**src/rtl/apa102_frame_tx.sv**
```systemverilog
// APA102 strand transmitter: sends start frame, NUM_LEDS LED words fetched from a
// one-cycle-latency pattern source, and END_WORDS all-ones end frames, with optional auto-refresh.
module apa102_frame_tx #(
  parameter int NUM_LEDS   = 12,
  parameter int CLK_DIV    = 64,
  parameter int END_WORDS  = (NUM_LEDS + 63) / 64,
  parameter int GAP_CYCLES = 4096
) (
  input  logic        clk,
  input  logic        reset,
  input  logic        start,
  input  logic        auto_refresh,
  input  logic        uniform,
  output logic        rd_en,
  output logic [9:0]  rd_idx,
  input  logic [31:0] rd_data,
  output logic        sck,
  output logic        mosi,
  output logic        busy,
  output logic        done
);

  localparam int PW = $clog2(2 * CLK_DIV);
  localparam int GW = $clog2(GAP_CYCLES + 1);
  localparam int EW = $clog2(END_WORDS + 1);

  localparam logic [2:0] S_IDLE  = 3'd0;
  localparam logic [2:0] S_START = 3'd1;
  localparam logic [2:0] S_LED   = 3'd2;
  localparam logic [2:0] S_END   = 3'd3;
  localparam logic [2:0] S_GAP   = 3'd4;

  localparam logic [PW-1:0] BIT_LAST  = PW'(2 * CLK_DIV - 1);
  localparam logic [PW-1:0] HALF_LAST = PW'(CLK_DIV - 1);
  localparam logic [9:0]    LAST_LED  = 10'(NUM_LEDS - 1);
  localparam logic [EW-1:0] LAST_END  = EW'(END_WORDS - 1);
  localparam logic [GW-1:0] GAP_LAST  = GW'(GAP_CYCLES - 1);

  logic [2:0]    state;
  logic [PW-1:0] phase_cnt;
  logic [4:0]    slot_cnt;
  logic [9:0]    led_cnt;
  logic [EW-1:0] end_cnt;
  logic [GW-1:0] gap_cnt;
  logic [31:0]   shift_reg;
  logic [31:0]   hold;
  logic          uniform_reg;
  logic          fetch_d;

  logic          bit_end;
  logic          half_end;
  logic          word_end;
  logic          gap_expire;
  logic          launch;
  logic          fetch_go;
  logic [9:0]    fetch_idx;
  logic [31:0]   led_word;

  assign bit_end    = (phase_cnt == BIT_LAST);
  assign half_end   = (phase_cnt == HALF_LAST);
  assign word_end   = bit_end && (slot_cnt == 5'd31);
  assign gap_expire = (state == S_GAP) && (gap_cnt == GAP_LAST) && auto_refresh;
  assign launch     = ((state == S_IDLE) || (state == S_GAP)) && (start || gap_expire);
  assign led_word   = {3'b111, hold[28:0]};
  assign fetch_idx  = (state == S_START) ? 10'd0 : led_cnt + 10'd1;

  // Fetch the next LED word during the last bit of the current word, just in time for the load.
  assign fetch_go = bit_end && (slot_cnt == 5'd30) &&
                    ((state == S_START) ||
                     ((state == S_LED) && !uniform_reg && (led_cnt != LAST_LED)));

  always_ff @(posedge clk or posedge reset) begin
    if (reset) begin
      state       <= S_IDLE;
      phase_cnt   <= '0;
      slot_cnt    <= '0;
      led_cnt     <= '0;
      end_cnt     <= '0;
      gap_cnt     <= '0;
      shift_reg   <= '0;
      hold        <= '0;
      uniform_reg <= 1'b0;
      fetch_d     <= 1'b0;
      rd_en       <= 1'b0;
      rd_idx      <= '0;
      sck         <= 1'b0;
      mosi        <= 1'b0;
      busy        <= 1'b0;
      done        <= 1'b0;
    end else begin
      rd_en   <= 1'b0;
      done    <= 1'b0;
      fetch_d <= rd_en;
      if (fetch_d) hold <= rd_data;

      if ((state == S_IDLE) || (state == S_GAP)) begin
        if (launch) begin
          state       <= S_START;
          busy        <= 1'b1;
          uniform_reg <= uniform;
          phase_cnt   <= '0;
          slot_cnt    <= '0;
          shift_reg   <= '0;
          mosi        <= 1'b0;
          sck         <= 1'b0;
        end else if (state == S_GAP) begin
          if (!auto_refresh) state <= S_IDLE;
          else               gap_cnt <= gap_cnt + 1'b1;
        end
      end else begin
        phase_cnt <= bit_end ? '0 : phase_cnt + 1'b1;
        if (half_end) sck <= 1'b1;
        if (fetch_go) begin
          rd_en  <= 1'b1;
          rd_idx <= fetch_idx;
        end
        if (bit_end) begin
          sck      <= 1'b0;
          slot_cnt <= slot_cnt + 1'b1;
          if (!word_end) begin
            shift_reg <= {shift_reg[30:0], 1'b0};
            mosi      <= shift_reg[30];
          end else if (state == S_START) begin
            state     <= S_LED;
            led_cnt   <= '0;
            shift_reg <= led_word;
            mosi      <= 1'b1;
          end else if ((state == S_LED) && (led_cnt != LAST_LED)) begin
            led_cnt   <= led_cnt + 10'd1;
            shift_reg <= led_word;
            mosi      <= 1'b1;
          end else if (state == S_LED) begin
            state     <= S_END;
            end_cnt   <= '0;
            shift_reg <= '1;
            mosi      <= 1'b1;
          end else if (end_cnt != LAST_END) begin
            end_cnt   <= end_cnt + 1'b1;
            shift_reg <= '1;
            mosi      <= 1'b1;
          end else begin
            // Final end bit complete: the gap timer starts on this same clk.
            state   <= auto_refresh ? S_GAP : S_IDLE;
            gap_cnt <= '0;
            busy    <= 1'b0;
            done    <= 1'b1;
            mosi    <= 1'b0;
          end
        end
      end
    end
  end

endmodule

```
**config.mk**
```make
export PLATFORM = sky130hd
export DESIGN_NAME = apa102_frame_tx
export DESIGN_NICKNAME = d
export VERILOG_FILES = /design/src/rtl/apa102_frame_tx.sv
export SDC_FILE = /design/constraint.sdc
export NUM_CORES = 1
export LEC_CHECK = 0
export CELL_PAD_IN_SITES_DETAIL_PLACEMENT = 1
export CELL_PAD_IN_SITES_GLOBAL_PLACEMENT = 1
export CORE_MARGIN = 1.5
export CORE_UTILIZATION = 41
export CTS_CLUSTER_SIZE = 8
export DETAILED_ROUTE_END_ITERATION = 10
export HOLD_SLACK_MARGIN = 0.12
export PLACE_DENSITY_LB_ADDON = 0.1
export SLEW_MARGIN = 20
export SYNTH_ARGS = -nofsm -noshare
export SYNTH_HDL_FRONTEND = slang
export SYNTH_SLANG_ARGS = --single-unit
```
**constraint.sdc**
```tcl
create_clock -name clk -period 3.62 [get_ports clk]
set_input_delay 0.724 -clock clk [delete_from_list [all_inputs] [get_ports clk]]
set_output_delay 0.724 -clock clk [all_outputs]
set_load 0.05 [all_outputs]
```
After elaboration in Yosys (flattened, before gate mapping) --
Index checks and enable logic that the tools add are counted.
Word-level totals: logic and storage cells 142, output and inout bits 15, bits in registers 116
Cells by class: eq/ne operators 22, reduce and logical (&&, ||, !) cells 28, muxes and demuxes 68, bitwise logic cells 3, $add $sub $neg 5
Operators by type and width (number):
- $mux 31 | 8
- $mux 13 | 10
- $mux 3 | 11
- $mux 1 | 30
- $mux 10 | 3
- $mux 7 | 3
- $mux 5 | 3
- $add 13x1->13 const B | 1
- $eq 13x12->1 const B | 1
- $ne 2x2->1 const B | 6
- $add 10x1->10 const B | 1
- $eq 5x5->1 const B | 2
- $ne 10x4->1 const B | 1
- $logic_and 1x1->1 | 9
- $reduce_and 9->1 | 1
- $reduce_and 2->1 | 4
- $add 7x1->7 const B | 1
- $eq 7x6->1 const B | 1
- $eq 7x7->1 const B | 1
- $reduce_and 7->1 | 1
- $ne 3x3->1 const B | 2
- $ne 6x2->1 const B | 1
- $reduce_and 6->1 | 1
- $reduce_bool 2->1 | 3
- 16 further kinds | 21

Logic depth before layout (Yosys ltp) --
depth in word-level cells 8, mapped depth 9, depth with buffers taken out 8

Least setup slack after synthesis --
No wires, ideal clock.
kind reg2reg, start point reg slot_cnt[0], end point reg led_cnt[3], setup slack 1.435 ns, arrival time 2.102 ns, clock period less this slack 2.185 ns, setup time 0.083 ns, cell stages (with the launch flop) 9, cells stage by stage dfrtp_1 > ha_1 > and3_1 > ha_1 > nand2_1 > nor3_2 > o211ai_4 > or4_1 > o21ai_0
On the way: longest elaborated chain between the ends 3
Ends and longest elaborated chain:
- start, declared | RTL line 41 | logic [4:0] slot_cnt;
- start signal, assigned | RTL line 119 | slot_cnt <= slot_cnt + 1'b1;
- $eq 5x5->1 | RTL line 61 | assign word_end = bit_end && (slot_cnt == 5'd31);
- $logic_and 1x1->1 | RTL line 61
- $reduce_and 4->1 (no line)
- end signal, assigned | RTL line 129 | led_cnt <= led_cnt + 10'd1;
- end, declared | RTL line 42 | logic [9:0] led_cnt;
No other way between the ends. A chain may end at the register's enable or synchronous reset.

Worst setup path in the final report --
start point reg state[0], end point reg rd_idx[0]
On the way: longest elaborated chain between the ends 6
Ends and longest elaborated chain:
- start, declared | RTL line 39 | logic [2:0] state;
- start signal, assigned | RTL line 143 | state <= auto_refresh ? S_GAP : S_IDLE;
- $eq 3x2->1 | RTL line 70 | ((state == S_LED) && !uniform_reg && (led_cnt != LAST_LED)));
- $logic_and 1x1->1 (2 in series) | RTL line 70
- $logic_or 1x1->1 | RTL line 69 | ((state == S_START) ||
- $logic_and 1x1->1 | RTL line 68 | assign fetch_go = bit_end && (slot_cnt == 5'd30) &&
- $reduce_and 2->1 (no line)
- end signal, assigned | RTL line 115 | rd_idx <= fetch_idx;
- end, declared | RTL line 15 | output logic [9:0] rd_idx,
Several ways; a longest one is shown, not always the timed one.

==> metrics.yaml <==
htreeDepth: 4
start_util: 0.4209
synth_top_area_frac: 0.5418
wire_per_inst_um: 17.15
syn_inst: 512
clock_skew_ns: 0.006297
port_buffers: 48
cts_resized: 0
postRouteAntennaNets: 0
slew_violations: 0
finalCritPeriodShare: 0.7186
synth-main-ff-cell: "dfrtp_1"
wl_mm: 12.79
clk_latency_ns: 0.41
vias_per_cell: 5.520
crit_path_top_delay_cell: "dfrtp_1"
post-cts-setup-buffers: 0
path_max_fanout: 17
power_frac_comb: 0.023
yosys_register_bits: 115
p_sw_frac: 0.2040
synthTopCellsByCount: "dfrtp_1, o21ai_0, nand2_1"
synth_edf_count: 0
power_switching_mw: 0.6055
max_stage_delay_ns: 0.64
synth_area_leaders: "dfrtp_1, mux2_2, o21ai_0, nand2_1, nand3_1"
cts_root_buf: "clkbuf_16"
cts_tree: "done"
drive_above_1_share: 0.1498
tightest_slew_ns: 0.8657
hold_viol_final: 0
p_per_area_nw_per_um2: 453.2
via_count: 4118
final_util: 0.5190
nNetsFinal: 604
setup.worst_path.start_class: "register"
hold_slack_ns: 0.3795
worstSetupPathType: "register to register"
critPathArrivalTime_ns: 2.94
grt-ovfl-total: 0
yosys_warnings: 0
fin_crit_ns: 2.601
crit_required_ns: 3.96
diodes: 0
synth_nets: 555
largest_register_ffs: 31
syn2layout_area_growth_pct: 23.32
drt_first_pass_iters: 4
power_leakage_nw: 2.967
track_usage: 0.2052
die-width_um: 116.8
die_height_um: 116.8
grt_pass1_wl_mm: 21.33
row_count: 41
p_seq_frac: 0.434
crit_chain: "nor2_1 -> buf_4 -> nor3_4 -> o2111ai_2 -> nor3_1 -> a21o_1"
grt_pass1_vias: 4291
setup_viol: 0
clkTransAtPathRegs_ns: 0.05
hold_path_class: "register to register"
fin_tns_setup_ns: 0
max_freq_ghz: 0.3844
cts_sinks: 115
antenna_found_initial: 0
grt_max_degree: 77
clock_path_buffers: 2
irDropWorstVdd_mv: 0.3374
synth-async-reset-ratio: 1.000
synth_top_cell_by_area: "dfrtp_1"
hpwl_mm: 8.304
synth-seq-area-share: 0.5418
hold_buffers: 0
rsz0062_at_grt: "false"
p_int_mw: 2.363
drv_cap: 0
die_area_um2: 13650
syn_area_um2: 5311
core-area_um2: 12620
drc_errors: 0
slew_headroom: 0.4229
yosysMostFrequentCell: "dfrtp_1"
syn_avg_cell_area_um2: 10.37
cts_made_buffers: 17
gp_congestion: 0.7916
ios: 52
status: "complete, no violations"
p_clk_frac: 0.543
ys_types: 51
first_iter_violations: 202
crit_path_end_kind: "register"
-- routing by layer --
layer	track usage	part of all wire
met1	0.2581	0.45
met3	0.05613	0.023
met5	0	0
met2	0.3493	0.52
met4	0.05783	0.0070
-- power groups by stage --
stage / combinational (mW) / sequential [mW] / clock [mW]
3_3_place_gp: 0.0701 / 1.31 / 0
6_report: 0.0684 / 1.29 / 1.61
4_1_cts: 0.0720 / 1.29 / 1.66
3_5_place_dp: 0.0707 / 1.31 / 0
5_1_grt: 0.0767 / 1.29 / 1.71
2_1_floorplan: 0.0204 / 1.31 / 0
-- cell type report --
cell class,instances,area [um^2]
Clock buffer,22,464.2
Clock inverter,10,107.6
Fill cell,1416,6070
Inverter,9,37.54
Multi-Input combinational cell,359,2272
Sequential cell,115,2878
Tap cell,172,215.2
Timing Repair Buffer,59,575.6
-- placed cells by master (no fill, tap or decap), types with 7 or more instances in the layout --
master,netlist,routed
o21ai_0,67,67
nand2_1,55,55
clkbuf_16,0,17
nor3_1,10,10
buf_4,2,10
nand3_1,41,41
o21ai_1,9,8
and3_1,7,7
o22ai_1,30,30
xor2_1,7,7
nor2_1,20,20
inv_1,9,8
mux2_2,31,31
dfrtp_1,115,115
clkdlybuf4s50_1,0,48
a21oi_1,13,13
-- cell families (layout without fill, tap and decap cells) --
logic type                 count (synthesis)  count (layout)  synth area share
and+or+nand+nor                          161             161            0.1555
AOI/OAI and AO/OA                        149             149            0.1691
DFF                                      115             115            0.5418
buffers and inverters                     38             100           0.03368
muxes                                     32              32           0.06761
xor gates and xnor gates                  11              11           0.01814
adders and majority gates                  6               6           0.01413
-- critical path: cells and delay by family, from the launching register on --
family          cells  cell delay [ns]
buf+inv             1             0.21
simple gates        3             1.01
compound gates      2             0.67
flops               1             0.64
-- metrics by stage --
step           worst slack [ns]  cells  total power, mW  cell area, um^2
4_1_cts                  0.9811    746            3.014             6550
3_3_place_gp              1.012    714            1.379             5978
6_report                  1.019    746            2.968             6550
3_5_place_dp              1.024    714            1.380             5978
5_1_grt                  0.8334    746            3.075             6550
2_1_floorplan             1.435    512            1.330             5315
-- worst paths after layout --
kind | startpoint | to | slack, ns | cells after the start
max in group asynchronous | reset | rd_idx[6] | 2.21 | 3
worst min-delay path | rd_en | fetch_d | 0.38 | 0
worst max register to register | state[0] | rd_idx[0] | 1.02 | 6
worst max-delay path | state[0] | rd_idx[0] | 1.02 | 6
worst min register to register | rd_en | fetch_d | 0.38 | 0
min in group asynchronous | reset | gap_cnt[7] | 0.69 | 2
Power figures use the tool's default switching activity.
